### src/rtl/rr_arbiter_4ch_pkg.sv
// -----------------------------------------------------------------------------
// rr_arbiter_4ch_pkg
//   Shared definitions for the 4-channel round-robin arbiter slice: channel
//   count, index width, FSM state encoding and the winner-search result type.
// -----------------------------------------------------------------------------
package rr_arbiter_4ch_pkg;

    localparam int NCH   = 4;
    localparam int IDX_W = 2;

    typedef enum logic [1:0] {
        ST_IDLE  = 2'd0,
        ST_GRANT = 2'd1,
        ST_GAP   = 2'd2
    } arb_state_t;

    typedef struct packed {
        logic             found;
        logic [IDX_W-1:0] idx;
    } pick_t;

endpackage

### src/rtl/rr_arbiter_4ch_if.sv
// -----------------------------------------------------------------------------
// rr_arbiter_4ch_if
//   Request/grant bundle between the requester channels and the arbiter.
//   req        : per-channel request, active-high
//   gnt_valid  : a grant is active this cycle
//   gnt_idx    : granted channel (valid only with gnt_valid)
//   gnt_n      : active-low one-hot select strobes, all ones when idle
//   expired    : one-cycle pulse when a grant was revoked by the hold limit
//   master     : requester side, slave : arbiter side
// -----------------------------------------------------------------------------
interface rr_arbiter_4ch_if;
    import rr_arbiter_4ch_pkg::*;

    logic [NCH-1:0]   req;
    logic             gnt_valid;
    logic [IDX_W-1:0] gnt_idx;
    logic [NCH-1:0]   gnt_n;
    logic             expired;

    modport master (
        output req,
        input  gnt_valid, gnt_idx, gnt_n, expired
    );

    modport slave (
        input  req,
        output gnt_valid, gnt_idx, gnt_n, expired
    );

endinterface

### src/rtl/rr_arbiter_4ch_decoder.sv
// -----------------------------------------------------------------------------
// decoder_2x4_zhegalkin
//   2-to-4 decoder with active-low outputs, each output written as its
//   Zhegalkin (AND/XOR) polynomial of the two address bits.
//   i_a    : 2-bit select
//   o_y_n  : active-low one-hot decode of i_a
// -----------------------------------------------------------------------------
module decoder_2x4_zhegalkin (
    input  logic [1:0] i_a,
    output logic [3:0] o_y_n
);

    logic       w_a0;
    logic       w_a1;
    logic       w_a01;
    logic [3:0] w_y;

    assign w_a0  = i_a[0];
    assign w_a1  = i_a[1];
    assign w_a01 = w_a0 & w_a1;

    // ~a1&~a0 = 1^a0^a1^a0a1, a0&~a1 = a0^a0a1, a1&~a0 = a1^a0a1
    assign w_y[0] = 1'b1 ^ w_a0 ^ w_a1 ^ w_a01;
    assign w_y[1] = w_a0 ^ w_a01;
    assign w_y[2] = w_a1 ^ w_a01;
    assign w_y[3] = w_a01;

    assign o_y_n = ~w_y;

endmodule

### src/rtl/rr_arbiter_4ch.sv
// -----------------------------------------------------------------------------
// rr_arbiter_4ch
//   Round-robin arbiter sharing one resource among 4 requesters, with a
//   hold-time limit while others wait and an optional dead cycle between
//   grants for bus turnaround.
//   clk    : rising-edge clock
//   rst_n  : asynchronous active-low reset
//   arb    : request/grant bundle (slave side)
//   Parameters: MAX_HOLD (>=2) max consecutive grant cycles while another
//   request is pending; GAP_EN inserts one idle cycle after each release.
// -----------------------------------------------------------------------------
module rr_arbiter_4ch
    import rr_arbiter_4ch_pkg::*;
#(
    parameter int MAX_HOLD = 16,
    parameter bit GAP_EN   = 1'b1
) (
    input  logic              clk,
    input  logic              rst_n,
    rr_arbiter_4ch_if.slave   arb
);

    localparam int               CNT_W     = $clog2(MAX_HOLD) + 1;
    localparam logic [CNT_W-1:0] HOLD_LAST = CNT_W'(MAX_HOLD - 1);

    arb_state_t       r_state;
    logic             r_gnt_valid;
    logic [IDX_W-1:0] r_gnt_idx;
    logic             r_expired;
    logic [CNT_W-1:0] r_hold_cnt;
    logic [IDX_W-1:0] r_last_idx;

    logic [NCH-1:0]   w_dec_n;
    logic             w_others;
    pick_t            w_pick;

    // First requesting channel after 'last', wrapping, so 'last' is tried last.
    function automatic pick_t rr_pick(input logic [NCH-1:0]   req,
                                      input logic [IDX_W-1:0] last);
        pick_t            res;
        logic [IDX_W-1:0] cand;
        res = '0;
        for (int unsigned k = 1; k <= NCH; k++) begin
            cand = last + IDX_W'(k);
            if (!res.found && req[cand]) begin
                res.found = 1'b1;
                res.idx   = cand;
            end
        end
        return res;
    endfunction

    assign w_pick = rr_pick(arb.req, r_last_idx);

    decoder_2x4_zhegalkin u_dec (
        .i_a   (r_gnt_idx),
        .o_y_n (w_dec_n)
    );

    // The decoder's zero bit marks the current owner, so req & dec_n is
    // exactly the set of other channels still asking.
    assign w_others = |(arb.req & w_dec_n);

    always_ff @(posedge clk or negedge rst_n) begin
        if (!rst_n) begin
            r_state     <= ST_IDLE;
            r_gnt_valid <= 1'b0;
            r_gnt_idx   <= '0;
            r_expired   <= 1'b0;
            r_hold_cnt  <= '0;
            r_last_idx  <= IDX_W'(NCH - 1);
        end else begin
            r_expired <= 1'b0;
            case (r_state)
                ST_IDLE: begin
                    if (w_pick.found) begin
                        r_state     <= ST_GRANT;
                        r_gnt_valid <= 1'b1;
                        r_gnt_idx   <= w_pick.idx;
                        r_last_idx  <= w_pick.idx;
                        r_hold_cnt  <= '0;
                    end
                end
                ST_GRANT: begin
                    if (!arb.req[r_gnt_idx]) begin
                        r_state     <= GAP_EN ? ST_GAP : ST_IDLE;
                        r_gnt_valid <= 1'b0;
                        r_hold_cnt  <= '0;
                    end else if (r_hold_cnt == HOLD_LAST && w_others) begin
                        r_state     <= GAP_EN ? ST_GAP : ST_IDLE;
                        r_gnt_valid <= 1'b0;
                        r_hold_cnt  <= '0;
                        r_expired   <= 1'b1;
                    end else if (r_hold_cnt != HOLD_LAST) begin
                        r_hold_cnt <= r_hold_cnt + 1'b1;
                    end
                end
                ST_GAP: begin
                    r_state <= ST_IDLE;
                end
                default: begin
                    r_state     <= ST_IDLE;
                    r_gnt_valid <= 1'b0;
                end
            endcase
        end
    end

    assign arb.gnt_valid = r_gnt_valid;
    assign arb.gnt_idx   = r_gnt_idx;
    assign arb.expired   = r_expired;
    assign arb.gnt_n     = r_gnt_valid ? w_dec_n : '1;

endmodule

### src/flat_wrapper.sv
// flat-port wrapper written by rule: the top's interface ports become plain ports
module rr_arbiter_4ch_flat import rr_arbiter_4ch_pkg::*;
#(
    parameter int MAX_HOLD = 16,
    parameter bit GAP_EN   = 1'b1
)
  (clk, rst_n, arb_req, arb_gnt_valid, arb_gnt_idx, arb_gnt_n, arb_expired);
  rr_arbiter_4ch_if arb_i ();
  input  logic clk;
  input  logic rst_n;
  input wire logic [$bits(arb_i.req)-1:0] arb_req;
  output wire logic [$bits(arb_i.gnt_valid)-1:0] arb_gnt_valid;
  output wire logic [$bits(arb_i.gnt_idx)-1:0] arb_gnt_idx;
  output wire logic [$bits(arb_i.gnt_n)-1:0] arb_gnt_n;
  output wire logic [$bits(arb_i.expired)-1:0] arb_expired;
  assign arb_i.req = arb_req;
  assign arb_gnt_valid = arb_i.gnt_valid;
  assign arb_gnt_idx = arb_i.gnt_idx;
  assign arb_gnt_n = arb_i.gnt_n;
  assign arb_expired = arb_i.expired;
  rr_arbiter_4ch #(.MAX_HOLD(MAX_HOLD), .GAP_EN(GAP_EN)) u_core (.clk(clk), .rst_n(rst_n), .arb(arb_i));
endmodule
### config.mk
export PLATFORM = sky130hd
export DESIGN_NAME = rr_arbiter_4ch_flat
export DESIGN_NICKNAME = d
export VERILOG_FILES = /design/src/rtl/rr_arbiter_4ch_pkg.sv /design/src/rtl/rr_arbiter_4ch_if.sv /design/src/rtl/rr_arbiter_4ch_decoder.sv /design/src/rtl/rr_arbiter_4ch.sv /design/src/flat_wrapper.sv
export SDC_FILE = /design/constraint.sdc
export NUM_CORES = 1
export LEC_CHECK = 0
export ABC_AREA = 1
export CORE_ASPECT_RATIO = 0.8
export CORE_MARGIN = 2
export CORE_UTILIZATION = 49
export DETAILED_ROUTE_END_ITERATION = 16
export GPL_TIMING_DRIVEN = 1
export PLACE_DENSITY = 0.78
export SETUP_SLACK_MARGIN = 0.15
export SLEW_MARGIN = 25
export SYNTH_ARGS = -nofsm -noshare
export SYNTH_HDL_FRONTEND = slang
export SYNTH_SLANG_ARGS = --single-unit
### constraint.sdc
create_clock -name clk -period 1.4 [get_ports clk]
set_input_delay 0.21 -clock clk [delete_from_list [all_inputs] [get_ports clk]]
set_output_delay 0.21 -clock clk [all_outputs]
set_load 0.02 [all_outputs]
### After elaboration in Yosys (flattened, before gate mapping)

Cells that the tools add are included.

* register bits after elaboration: 13
* input bits: 6
* output and inout bits: 8

* $add $sub $neg: 4
* magnitude comparators: 5
* equal/unequal tests: 7
* muxes and demuxes: 31
* bitwise operators: 9
* reduce and logical (&&, ||, !) cells: 14

Operator list (number)
* $mux 5: 4
* $lt 2x3->1 const B: 5
* $mux 3: 4
* $mux 1: 11
* $bmux 1 s2: 5
* $pmux 5 s2: 1
* $mux 2: 3
* $reduce_and 3->1: 2
* $add 5x1->5 const B: 1
* $eq 5x4->1 const B: 1
* $ne 5x4->1 const B: 1
* $add 2x2->2 const B: 2
* $and 4x4->4: 1
* $logic_and 1x1->1: 4
* $mux 4: 1
* $ne 4x4->1 const B: 1
* $not 4->4: 1
* $pmux 2 s2: 1
* $reduce_and 2->1: 2
* $reduce_or 4->1: 1
* $xor 1x1->1: 4
* $logic_not 1->1: 3
* $ne 3x3->1 const B: 1
* $pmux 1 s3: 1
* 8 further kinds: 9

### Depth between registers and ports, before layout

* depth in word-level cells: 15
* mapped depth: 12

### Hierarchy

Synthesis repeated with hierarchy kept, for this count alone.

* cell total of the unflattened synthesis: 166
* area total of the unflattened synthesis: 1084.8 µm²

By module, submodules not included
* rr_arbiter_4ch: times used 1, cells each 160, area an instance 1062.3 µm², seq. area each 327.8 µm²
* decoder_2x4_zhegalkin: times used 1, cells each 6, area an instance 22.5 µm², seq. area each 0.0 µm²

### Worst setup path before layout

No wires, ideal clock.

* path kind: reg-to-reg
* start: reg u_core.r_last_idx[0]
* end: reg u_core.r_gnt_idx[1], in the netlist u_core.arb.gnt_idx[1]
* library setup time: 0.117 ns
* data arrival time: 1.353 ns
* required time: 1.283 ns
* setup slack: -0.069 ns
* cell stages (with the launch flop): 13
* path buffers: 1
* clock period less this slack: 1.469 ns
* cell sequence: dfstp_2 -> buf_6 -> inv_8 -> nand2_2 -> nand2_2 -> nand2_2 -> nand2_4 -> nor2_4 -> nand3_2 -> nand2_4 -> inv_2 -> nand2_2 -> nand2_1

* longest elaborated chain between the ends: 14
* elaborated cells on any way between the ends: 22
* those cells by class: add/sub: 3; mux: 12; reduce/logical: 7

RTL lines
* start, declared: RTL line rr_arbiter_4ch.sv:31 `logic [IDX_W-1:0] r_last_idx;`
* start signal, assigned: RTL line rr_arbiter_4ch.sv:71 `r_last_idx <= IDX_W'(NCH - 1);`
* start signal, assigned: RTL line rr_arbiter_4ch.sv:80 `r_last_idx <= w_pick.idx;`
* $add 2x1->2: RTL line rr_arbiter_4ch.sv:44 `cand = last + IDX_W'(k);`
* $bmux 1 s2: RTL line rr_arbiter_4ch.sv:45 `if (!res.found && req[cand]) begin`
* $mux 1 (implied by the code): RTL line rr_arbiter_4ch.sv:45
* $mux 3: RTL line rr_arbiter_4ch.sv:45
* $logic_not 1->1: RTL line rr_arbiter_4ch.sv:45
* $logic_and 1x1->1: RTL line rr_arbiter_4ch.sv:45
* $mux 3: RTL line rr_arbiter_4ch.sv:45
* $logic_not 1->1: RTL line rr_arbiter_4ch.sv:45
* $logic_and 1x1->1: RTL line rr_arbiter_4ch.sv:45
* $mux 3: RTL line rr_arbiter_4ch.sv:45
* $logic_not 1->1: RTL line rr_arbiter_4ch.sv:45
* $logic_and 1x1->1: RTL line rr_arbiter_4ch.sv:45
* $mux 3 (*): RTL line rr_arbiter_4ch.sv:45
* $reduce_and 2->1 (no source line)
* end signal, assigned: RTL line rr_arbiter_4ch.sv:79 `r_gnt_idx <= w_pick.idx;`
* end, declared: RTL line rr_arbiter_4ch.sv:28 `logic [IDX_W-1:0] r_gnt_idx;`

Every way passes the cells marked *; elsewhere a longest branch is shown, timed or not. The select of a mux whose other input is x is not followed.
A chain may end at the register's enable or synchronous reset.

### Worst setup path in the final report

* start: reg u_core.r_gnt_idx[0], in the netlist u_core.arb.gnt_idx[0]
* end: reg u_core.r_hold_cnt[0]

* longest elaborated chain between the ends: 10
* elaborated cells on any way between the ends: 17
* those cells by class: eq/ne: 1; mux: 5; bitwise: 8; reduce/logical: 3

RTL lines
* $not 1->1 (no source line)
* $xor 1x1->1 (2 in a row): RTL line rr_arbiter_4ch_decoder.sv:23 `assign w_y[0] = 1'b1 ^ w_a0 ^ w_a1 ^ w_a01;`
* $not 4->4: RTL line rr_arbiter_4ch_decoder.sv:28 `assign o_y_n = ~w_y;`
* $and 4x4->4: RTL line rr_arbiter_4ch.sv:62 `assign w_others = |(arb.req & w_dec_n);`
* $reduce_or 4->1: RTL line rr_arbiter_4ch.sv:62
* $logic_and 1x1->1: RTL line rr_arbiter_4ch.sv:89 `end else if (r_hold_cnt == HOLD_LAST && w_others) begin`
* $mux 5: RTL line rr_arbiter_4ch.sv:89
* $mux 5: RTL line rr_arbiter_4ch.sv:85 `if (!arb.req[r_gnt_idx]) begin`
* $pmux 5 s2: RTL line rr_arbiter_4ch.sv:74 `case (r_state)`
* end signal, assigned: RTL line rr_arbiter_4ch.sv:95 `r_hold_cnt <= r_hold_cnt + 1'b1;`
* end, declared: RTL line rr_arbiter_4ch.sv:30 `logic [CNT_W-1:0] r_hold_cnt;`

Parallel ways exist; a longest one is shown, timed or not. The select of a mux whose other input is x is not followed.

==> results_dict.tcl <==
set metrics [dict create \
    status "finished with violations" \
    violations "setup timing" \
    grt_first_pass_wirelength_mm 5.17 \
    htree_levels 1 \
    synth-seq-cells 13 \
    relSlewSlack_pct 69.6 \
    drive_gt1_share_pct 54.0 \
    holdWs_ns 0.237 \
    rsz0062_at_grt "true" \
    gp_routability_congestion 0.873 \
    cts_sinks 13 \
    pre_cts_slack_ns -0.320 \
    drt_iter0_drc 212 \
    die_area_um2 2640 \
    power.internal_w 0.00217 \
    firstDrtPassIters 5 \
    cts.path.max_buffers 2 \
    netlist_area_um2 1100 \
    die_x_um 57 \
    finalClockSkew_ns 0.00589 \
    numPortBuffers 13 \
    crit_family "simple AND/OR/NAND/NOR gates" \
    combPwrFrac_pct 78.5 \
    cts-root-buf "clkbuf_4" \
    path_max_fanout 7 \
    slowest_delay_ns 0.46 \
    clk_latency_ns 0.29 \
    critPathLaunchType "register" \
    place_inst 206 \
    numCtsBuffers 3 \
    cp.arrival_ns 1.98 \
    endpoint_kind "register" \
    syn_inst 155 \
    core_area_um2 2140 \
    synth_cell_types 29 \
    drc 0 \
    grt_max_degree 14 \
    wl_per_cell_um 20.1 \
    layout_commonest_cell "nand2_1" \
    syn_nets 162 \
    row_count 15 \
    dp_hpwl_mm 2.03 \
    p_per_area_nw_per_um2 2640 \
    crit_chain "buf_12, clkinv_8, nor2_1, o21ai_1, nand2_2, inv_2, nand4_2, or2_0, nand2_1" \
    leakage_nw 0.939 \
    cpMaxStageDelayCell "dfrtp_2" \
    drt-vias-per-instance 6.11 \
    area_growth_pct 59.5 \
    avgSynthCellArea_um2 7.10 \
    hold_class "primary input to asynchronous set/reset pin" \
    fmax_mhz 570 \
    cp.required_ns 1.63 \
    finalHoldViolations 0 \
    yosys_warnings 0 \
    stdcell_count 227 \
    finalWorstPathRequiredPeriod_ns 1.75 \
    power.total_w 0.00463 \
    cts_tree "done" \
    fillers 101 \
    worst_slew_pin_slew_ns 0.455 \
    grt_pass1_vias 1151 \
    die_h_um 46.4 \
    grtUsageTotal_pct 26.4 \
    switching_share_pct 53.1 \
    final_cell_mix "42 x nand2_1, 20 x buf_4, 17 x nand2_4, 17 x buf_6" \
    cp_num_buf_inv 3 \
    p_sw_w 0.00246 \
    slew_viol_final 0 \
    grt_antenna_before_repair 0 \
    clk_pin_slew_worst_paths_ns 0.09 \
    critical_path_class "register to register" \
    ir_worst_vdd_uv 1860 \
    finalWirelength_mm 4.56 \
    nNetsFinal 210 \
    vias 1386 \
    seq_power_share_pct 16.1 \
    grt_overflow 0 \
    setup_ws_ns -0.354 \
    fin_crit_sh_pct 125 \
    ys_seq_area_share_pct 29.8 \
    boundaryPins 14 \
    holdBufCountCts 0 \
    ant_nets 0 \
    clkPwrFrac_pct 5.4 \
    setup_viol 16 \
    initial_core_util_pct 51.5 \
    diodes 0 \
    max_cap_viol_count 0 \
]
==> logic make-up (layout without fill, tap and decap cells) <==
| group | after synthesis | in the layout | synth area share (%) |
|---|---|---|---|
| adders and majority gates | 1 | 1 | 1.14 |
| buffers and inverters | 24 | 71 | 12.2 |
| AOI/OAI and AO/OA | 10 | 10 | 6.59 |
| DFF | 13 | 13 | 29.8 |
| and+or+nand+nor | 106 | 106 | 49.5 |
| xor gates and xnor gates | 1 | 1 | 0.796 |
==> through the flow <==
stage	utilization [%]	setup TNS, ns	area, um^2
after global placement	63.1	-2.90	1350
final	82.1	-3.27	1760
after floorplan	-	-0.208	1100
after global routing	82.1	-4.09	1760
after detailed placement	63.1	-3.58	1350
after CTS	73.7	-1.67	1580
==> routing by layer <==
| metal | global-route usage [%] | part of all wire, % |
|---|---|---|
| met5 | 0 | 0 |
| met4 | 11.6 | 6.5 |
| met3 | 7.58 | 13 |
| met2 | 43.2 | 43 |
| met1 | 32.9 | 37 |
==> final timing paths <==
kind | from | end | slack [ns] | cells after the start
max | u_core.arb.gnt_idx[0] | u_core.r_hold_cnt[0] | -0.35 | 9
min | rst_n | u_core.arb.expired | 0.24 | 2
max in group asynchronous | rst_n | u_core.r_last_idx[1] | 0.92 | 2
min reg2reg | u_core.r_hold_cnt[4] | u_core.r_hold_cnt[4] | 0.57 | 2
max reg2reg | u_core.arb.gnt_idx[0] | u_core.r_hold_cnt[0] | -0.35 | 9
min in group clk | u_core.r_hold_cnt[4] | u_core.r_hold_cnt[4] | 0.57 | 2
==> power by group through the flow <==
stage	combinational (W)	sequential, W	clock (W)
5_1_grt	0.00381	0.000743	0.000264
2_1_floorplan	0.00170	0.000677	0
3_5_place_dp	0.00230	0.000777	0
6_report	0.00364	0.000747	0.000249
4_1_cts	0.00286	0.000698	0.000244
3_3_place_gp	0.00221	0.000762	0
==> worst reg2reg max path: stages, from the launching register on <==
cell,delay [ns]
dfrtp_2,0.46
buf_12,0.15
clkinv_8,0.06
nor2_1,0.06
o21ai_1,0.21
nand2_2,0.11
inv_2,0.13
nand4_2,0.16
or2_0,0.27
nand2_1,0.08
==> cell usage after synthesis <==
| cell type | count | area [um^2] |
|---|---|---|
| buf_6 | 3 | 33.8 |
| dfrtp_1 | 11 | 275 |
| nor2_4 | 1 | 11.3 |
| o21ai_1 | 2 | 10.0 |
| o22ai_1 | 1 | 6.26 |
| nor3_1 | 3 | 15.0 |
| nand2_1 | 52 | 195 |
| a21oi_1 | 1 | 5.00 |
| xnor2_1 | 1 | 8.76 |
| nor2_2 | 2 | 12.5 |
| o21ai_2 | 2 | 17.5 |
| nand4_2 | 2 | 25.0 |
| buf_4 | 1 | 7.51 |
| inv_2 | 4 | 15.0 |
| nand3_1 | 12 | 60.1 |
| dfstp_2 | 2 | 52.6 |
| nand2_4 | 4 | 45.0 |
| o21ai_4 | 1 | 16.3 |
| o21ai_0 | 2 | 10.0 |
| nor2_1 | 7 | 26.3 |
| nand3_2 | 3 | 30.0 |
| nand2_2 | 16 | 100 |
| or2_0 | 1 | 6.26 |
| o211ai_1 | 1 | 7.51 |
| inv_8 | 2 | 22.5 |
| inv_1 | 13 | 48.8 |
| nand4_1 | 3 | 18.8 |
| inv_4 | 1 | 6.26 |
| ha_1 | 1 | 12.5 |
==> timing repair <==
action	in CTS	in global routing
resized for setup	64	34
buffers inserted	10	7
gates cloned	0	0
endpoints found under the setup margin	21	20
pin swaps	17	7
==> area by class of cell <==
type	instances	area, um^2	area share (%)
timing repair buffer	47	453	25.8
clock buffer	3	22.5	1.28
clock inverter	1	5.00	0.285
inverter	20	106	6.05
multi-input combinational	118	807	45.9
sequential	13	332	18.9
tap	25	31.3	1.78
==> state kept, by name, indices dropped and copies added, names as in the netlist <==
register,count
u_core.arb.gnt_idx,2
u_core.r_hold_cnt,5
u_core.arb.gnt_valid,1
u_core.arb.expired,1
u_core.r_last_idx,2
u_core.r_state,2
No activity file was read; power rests on OpenSTA's default activity.
